===== src/rtl/pwm_fade_ctrl_if.sv =====
// Load handshake between a fade sequencer and its host: a target level set plus the step-rate divider.
interface pwm_fade_ctrl_if #(
    parameter int WIDTH     = 8,
    parameter int CHANNELS  = 3,
    parameter int DIV_WIDTH = 8
);
    logic                      load_valid;
    logic                      load_ready;
    logic [CHANNELS*WIDTH-1:0] load_target;
    logic [DIV_WIDTH-1:0]      load_div;

    modport master (
        output load_valid,
        output load_target,
        output load_div,
        input  load_ready
    );

    modport slave (
        input  load_valid,
        input  load_target,
        input  load_div,
        output load_ready
    );
endinterface


===== src/rtl/pwm_fade_ctrl.sv =====
// pwm_fade_ctrl: ramps CHANNELS PWM levels by 1 LSB per step toward loaded targets, only at period boundaries.
// Optional abort input is enabled by defining PWM_FADE_ABORT_EN.
module pwm_fade_ctrl #(
    parameter int WIDTH     = 8,
    parameter int CHANNELS  = 3,
    parameter int DIV_WIDTH = 8
) (
    input  logic                      clk,
    input  logic                      reset,
`ifdef PWM_FADE_ABORT_EN
    input  logic                      abort,
`endif
    pwm_fade_ctrl_if.slave            load,
    output logic [CHANNELS*WIDTH-1:0] level,
    output logic                      busy,
    output logic                      done,
    output logic                      frame_end
);
    typedef enum logic [0:0] {IDLE = 1'b0, FADE = 1'b1} state_t;

    state_t               state;
    state_t               state_nxt;
    logic [WIDTH-1:0]     cnt;
    logic [DIV_WIDTH-1:0] div_cnt;
    logic [DIV_WIDTH-1:0] div_lat;
    logic [WIDTH-1:0]     level_p0 [CHANNELS];
    logic [WIDTH-1:0]     target   [CHANNELS];
    logic                 ready;
    logic                 accept;
    logic                 step_en;
    logic                 div_reload;
    logic                 div_dec;
    logic                 div_clear;
    logic                 all_eq;
    logic                 abort_req;

    function automatic logic [WIDTH-1:0] step_toward(input logic [WIDTH-1:0] cur,
                                                     input logic [WIDTH-1:0] tgt);
        if (cur < tgt)
            return cur + WIDTH'(1);
        else if (cur > tgt)
            return cur - WIDTH'(1);
        return cur;
    endfunction

`ifdef PWM_FADE_ABORT_EN
    assign abort_req = abort;
`else
    assign abort_req = 1'b0;
`endif

    // Free-running period counter, in lockstep with the PWM counters sharing clk/reset
    assign frame_end       = &cnt;
    assign load.load_ready = ready;

    always_comb begin
        all_eq = 1'b1;
        for (int i = 0; i < CHANNELS; i++) begin
            if (level_p0[i] != target[i])
                all_eq = 1'b0;
        end
    end

    for (genvar ch = 0; ch < CHANNELS; ch++) begin : g_level_out
        assign level[ch*WIDTH +: WIDTH] = level_p0[ch];
    end

    always_ff @(posedge clk) begin
        if (reset)
            state <= IDLE;
        else
            state <= state_nxt;
    end

    always_comb begin
        state_nxt  = state;
        ready      = 1'b0;
        busy       = 1'b0;
        done       = 1'b0;
        accept     = 1'b0;
        step_en    = 1'b0;
        div_reload = 1'b0;
        div_dec    = 1'b0;
        div_clear  = 1'b0;
        case (state)
            IDLE: begin
                ready = 1'b1;
                if (load.load_valid) begin
                    accept    = 1'b1;
                    state_nxt = FADE;
                end
            end
            FADE: begin
                busy = 1'b1;
                // Abort wins over the boundary evaluation in the same cycle
                if (abort_req) begin
                    div_clear = 1'b1;
                    state_nxt = IDLE;
                end else if (frame_end) begin
                    if (all_eq) begin
                        done      = 1'b1;
                        state_nxt = IDLE;
                    end else if (div_cnt == '0) begin
                        step_en    = 1'b1;
                        div_reload = 1'b1;
                    end else begin
                        div_dec = 1'b1;
                    end
                end
            end
            default: state_nxt = IDLE;
        endcase
    end

    always_ff @(posedge clk) begin
        if (reset) begin
            cnt     <= '0;
            div_cnt <= '0;
            div_lat <= '0;
            for (int i = 0; i < CHANNELS; i++) begin
                level_p0[i] <= '0;
                target[i]   <= '0;
            end
        end else begin
            cnt <= cnt + WIDTH'(1);
            if (accept) begin
                div_lat <= load.load_div;
                div_cnt <= load.load_div;
                for (int i = 0; i < CHANNELS; i++)
                    target[i] <= load.load_target[i*WIDTH +: WIDTH];
            end else if (div_clear) begin
                div_cnt <= '0;
            end else if (div_reload) begin
                div_cnt <= div_lat;
            end else if (div_dec) begin
                div_cnt <= div_cnt - DIV_WIDTH'(1);
            end
            // step_en only fires on frame_end, so the new level starts at PWM count 0
            if (step_en) begin
                for (int i = 0; i < CHANNELS; i++)
                    level_p0[i] <= step_toward(level_p0[i], target[i]);
            end
        end
    end
endmodule


===== src/flat_wrapper.sv =====
// flat-port wrapper written by rule: the top's interface ports become plain ports
module pwm_fade_ctrl_flat 
#(
    parameter int WIDTH     = 8,
    parameter int CHANNELS  = 3,
    parameter int DIV_WIDTH = 8
)
  (clk, reset, level, busy, done, frame_end, load_load_valid, load_load_target, load_load_div, load_load_ready);
  pwm_fade_ctrl_if #(.WIDTH(WIDTH), .CHANNELS(CHANNELS), .DIV_WIDTH(DIV_WIDTH)) load_i ();
  input  logic clk;
  input  logic reset;
  output logic [CHANNELS*WIDTH-1:0] level;
  output logic busy;
  output logic done;
  output logic frame_end;
  input wire logic [$bits(load_i.load_valid)-1:0] load_load_valid;
  input wire logic [$bits(load_i.load_target)-1:0] load_load_target;
  input wire logic [$bits(load_i.load_div)-1:0] load_load_div;
  output wire logic [$bits(load_i.load_ready)-1:0] load_load_ready;
  assign load_i.load_valid = load_load_valid;
  assign load_i.load_target = load_load_target;
  assign load_i.load_div = load_load_div;
  assign load_load_ready = load_i.load_ready;
  pwm_fade_ctrl #(.WIDTH(WIDTH), .CHANNELS(CHANNELS), .DIV_WIDTH(DIV_WIDTH)) u_core (.clk(clk), .reset(reset), .load(load_i), .level(level), .busy(busy), .done(done), .frame_end(frame_end));
endmodule

===== config.mk =====
export PLATFORM = sky130hd
export DESIGN_NAME = pwm_fade_ctrl_flat
export DESIGN_NICKNAME = d
export VERILOG_FILES = /design/src/rtl/pwm_fade_ctrl_if.sv /design/src/rtl/pwm_fade_ctrl.sv /design/src/flat_wrapper.sv
export SDC_FILE = /design/constraint.sdc
export NUM_CORES = 1
export LEC_CHECK = 0
export ABC_CLOCK_PERIOD_IN_PS = 3800
export CAP_MARGIN = 20
export CORE_MARGIN = 4
export CORE_UTILIZATION = 25
export CTS_BUF_LIST = sky130_fd_sc_hd__clkbuf_4 sky130_fd_sc_hd__clkbuf_8
export DETAILED_ROUTE_END_ITERATION = 10
export PLACE_DENSITY = 0.54
export REMOVE_ABC_BUFFERS = 1
export SYNTH_ARGS = -nofsm -noshare
export SYNTH_HDL_FRONTEND = slang
export SYNTH_SLANG_ARGS = --single-unit

===== constraint.sdc =====
create_clock -name clk -period 3.8 [get_ports clk]
set_input_delay 0.57 -clock clk [delete_from_list [all_inputs] [get_ports clk]]
set_output_delay 0.57 -clock clk [all_outputs]
set_load 0.01 [all_outputs]

==> results.txt <==
* Final worst-path cycle share: 90.9%
* Max Clock Skew: 0.00932 ns
* Buffers added on ports: 62
* Setup repair after global routing missed its margin: no
* Crit path launch type: flop
- The final route contains 3,412 vias.
- The critical path starts at u_core.level_p0[0][7]$_SDFFCE_PN0P_.
- The worst pin sits at a relative slew slack of 50.8%.
- Worst Setup Path Type: reg2out
- Proportion of layout cells with a drive suffix above 1: 8.33%
- Routability-driven placement finished with a final weighted congestion of 0.808.
* Worst-path cell with the longest stage delay: nor3_1
- Crit-path leading delay family: simple AND/OR/NAND/NOR gates
- Post-route standard cell area excluding fillers: 5650 um2
* CP arrival: 2.88 ns
- Across the run, the number of max-cap violations was 0.
- On the worst path, the slowest cell contributes a delay of 0.57 ns.
- Share of total power in sequential cells: 43.1%
- Total congestion overflow after global routing: 0
* WL final: 10,300 um
- Number of resized instances in the post-cts repair step: 0
* Static leakage: 2.27 nW
* First-pass GRT wire length: 17,200 um
- Post-placement cell area: 5400 um2
* Drt first pass iters: 4
- Share of Yosys cell area claimed by the top area cell type: 31.8%
* Combinational fraction of design power: 21.8%
- Synth-to-Final Area Change: 24.7%
- The worst register-to-register path begins at u_core.level_p0[0][16]$_SDFFCE_PN0P_.
- Status: finished, final reports clean
- Average routed wire per standard cell: 13.7 um
- Critical path capture point type: primary output
- For this design the total switching power over the nets is 0.000595 W.
* Initial antenna violation count: 0
* Fraction of the yosys area taken by sequential cells: 42.9%
* Yosys warns: 0
- TritonCTS Buffers: 9
- Path depth of the worst reg2reg path: 13
- Peak clock frequency supported by timing: 289 MHz
- Cell count along the critical path: 6
- The worst hold path passes through 2 cells.
- Of all nets on the critical path, the largest fanout is 6.
- Following the worst setup path forward leads to its endpoint at done.
- Count of H-tree levels built during CTS: 3
- Cell internal power was estimated by the tool at 0.00154 W.
- After clock tree synthesis, the clock-pin slew on the worst setup and hold paths is 0.08 ns.
* Leading cell types by total area after synthesis: edfxtp_1 (32%), ha_1 (12%), dfxtp_1 (11%)
- The number of antenna diodes in the final layout is 0.
- Final hold violation count: 0
- Peak VDD IR: 0.223 mV
* FF+latch count, synth: 73
- Hold/Removal Path Class: reg2reg
- Post-synthesis instance area: 4530 um2
* Ordered cell list for the critical path: ha_1, nand4_1, nor3_1, nand3_1, nor2_1, clkdlybuf4s50_1
- Number of clock sinks seen by CTS: 73
- Endpoint of the most critical register-to-register path: u_core.level_p0[0][23]$_SDFFCE_PN0P_
* Tot GR Track Use: 10.7%
- The clock reaches the later pin of the worst-skew pair after 0.36 ns.
* Portion of total power attributed to the clock network: 35.0%
* Via/cell ratio: 4.53
- Die Footprint: 20,300 um2
* Routed Antenna Nets: 0
* Setup slack of the most critical reg-to-reg path: 0.51 ns
* Critical path buffers and inverters: 1
- Core area: 17,500 um2
- In this run the core area contains 48 standard-cell rows.
* Vertical die dimension: 143 um
- Synthesized area per cell: 9.95 um2
- Top cell type by total area after synthesis: edfxtp_1
- Starting Density: 25.8%
- TritonCTS built the clock tree.
- Number of violations reported at the end of detailed-routing iteration 0: 118
- Clock tree buffer depth: 2
- Final setup violation count: 0
- The number of global-route vias before repair came to 3,543.
- After legalization and detailed placement, the total HPWL measured 7860 um.
- In this run the clock root is driven by a clkbuf_8.
- Post-route minimum period: 3.45 ns
- # hold bufs at CTS: 0
- Number of library cell types mapped by synthesis: 50
- Entering global routing, the biggest net connects 25 pins.
- Power per unit of standard cell area: 378 nW/um2
* Number of max-slew violations in the final report: 0
- For the pin with the worst max-slew slack, the measured transition is 0.736 ns.
- Switching fraction of total power: 27.9%
- STA puts the critical path data required time at 3.23 ns.
- After detailed routing, the number of remaining DRC violations is 0.
- Top-level port count: 63
- Total Neg Setup Slack: 0 ns
- Number of buffers inserted to repair setup after CTS: 0
* Post-synthesis instance total: 455
* Number of fill cells in the layout: 1,797
- Nets: 606
- The die is 143 um wide.
==> registers in the layout, summed over array words and instances, names as in the netlist <==
register	flops
u_core.target	24
u_core.div_cnt	8
u_core.level_p0	24
u_core.cnt	8
u_core.div_lat	8
u_core.state	1
==> worst min-delay path, cell delays in order (launching register included) <==
cell and delay, ns:
dfxtp_1 0.31, nand2_1 0.05, a21oi_1 0.05
==> power groups by stage <==
stage                     logic (W)  clock network, W  registers (W)
after floorplan            0.000324                 0       0.000935
after global placement     0.000451                 0       0.000939
after detailed placement   0.000466                 0       0.000940
after CTS                  0.000470          0.000779       0.000922
after global routing       0.000528          0.000808       0.000927
final                      0.000466          0.000747       0.000921
==> how the worst min path moves through the flow <==
stage,start,to,slack (ns)
detailed placement,u_core.cnt[0]$_SDFF_PP0_,u_core.cnt[0]$_SDFF_PP0_,0.45
global route,u_core.cnt[0]$_SDFF_PP0_,u_core.cnt[0]$_SDFF_PP0_,0.48
finish,u_core.div_lat[1]$_SDFFE_PP0P_,u_core.div_lat[1]$_SDFFE_PP0P_,0.46
CTS,u_core.cnt[0]$_SDFF_PP0_,u_core.cnt[0]$_SDFF_PP0_,0.46
global placement,u_core.cnt[0]$_SDFF_PP0_,u_core.cnt[0]$_SDFF_PP0_,0.43
floorplan,u_core.cnt[0]$_SDFF_PP0_,u_core.cnt[0]$_SDFF_PP0_,0.42
==> cells by family (layout without fill, tap and decap cells) <==
family / after synthesis / count (layout) / share of synthesized area (%)
buffers and inverters: 52 / 125 / 5.03
AND/OR/NAND/NOR: 151 / 151 / 18.6
flip-flops: 73 / 73 / 42.9
adder cells (fa/ha/maj): 48 / 48 / 13.8
XOR/XNOR: 23 / 23 / 4.45
AO/OA/AOI/OAI: 104 / 104 / 14.3
multiplexers: 4 / 4 / 0.940
==> layer usage <==
metal | GRT usage [%] | vias to the layer above | routed length [um]
met3 | 3.97 | 9 | 514
met4 | 2.45 | 0 | 112
met2 | 18.9 | 58 | 5190
met1 | 12.4 | 1607 | 4510
li1 | - | 1738 | -
met5 | 0 | - | 0
==> layout make-up <==
type,instances,area [um2],area share (%)
multi-input combinational,330,2360,41.7
clock inverter,7,119,2.11
clock buffer,9,124,2.19
timing repair buffer,69,673,11.9
inverter,40,150,2.66
sequential,73,1940,34.4
tap,225,282,4.99
==> layout by cell type, fill, tap and decap left out, types with 7 or more instances in the layout <==
master	Yosys	routed
ha_1	45	45
xor2_1	9	9
buf_4	0	7
clkbuf_8	0	9
a21o_1	10	10
nor2_1	29	29
and2_1	28	28
clkdlybuf4s50_1	0	62
o21ai_0	18	18
xnor2_1	14	14
nand2_1	35	35
edfxtp_1	48	48
nand3_1	10	10
a21oi_1	45	45
nor2_4	8	8
dfxtp_1	25	25
inv_1	40	40
==> cells in the mapped netlist, drive strengths merged <==
master	number
buf	4
a21boi	1
nor2b	2
and3b	1
a21o	10
nand2	35
xnor2	14
a21oi	45
and2	28
or3	6
nor3	6
nand2b	6
or4b	1
inv	40
nand4	6
a311oi	1
fa	3
and3	2
nor4	1
mux2	2
o31ai	5
or4	2
clkbuf	8
o2111ai	1
o21bai	6
a31oi	4
nand3	10
nand3b	4
mux2i	2
nor2	40
xor2	9
edfxtp	48
o211ai	3
o41a	1
a211oi	5
o21a	1
o21ai	18
dfxtp	25
a31o	3
or2	1
ha	45
==> per-stage QoR <==
| stage | hold WS, ns | setup WS, ns | power [W] | util (%) | std cells |
|---|---|---|---|---|---|
| after floorplan | 0.416 | 0.833 | 0.00126 | - | 443 |
| after global placement | 0.431 | 0.553 | 0.00139 | 30.8 | 737 |
| after detailed placement | 0.446 | 0.472 | 0.00141 | 30.8 | 737 |
| after CTS | 0.459 | 0.279 | 0.00217 | 32.2 | 753 |
| after global routing | 0.477 | 0.143 | 0.00226 | 32.2 | 753 |
| final | 0.461 | 0.345 | 0.00213 | 32.2 | 753 |
No activity file was read; power rests on OpenSTA's default activity.
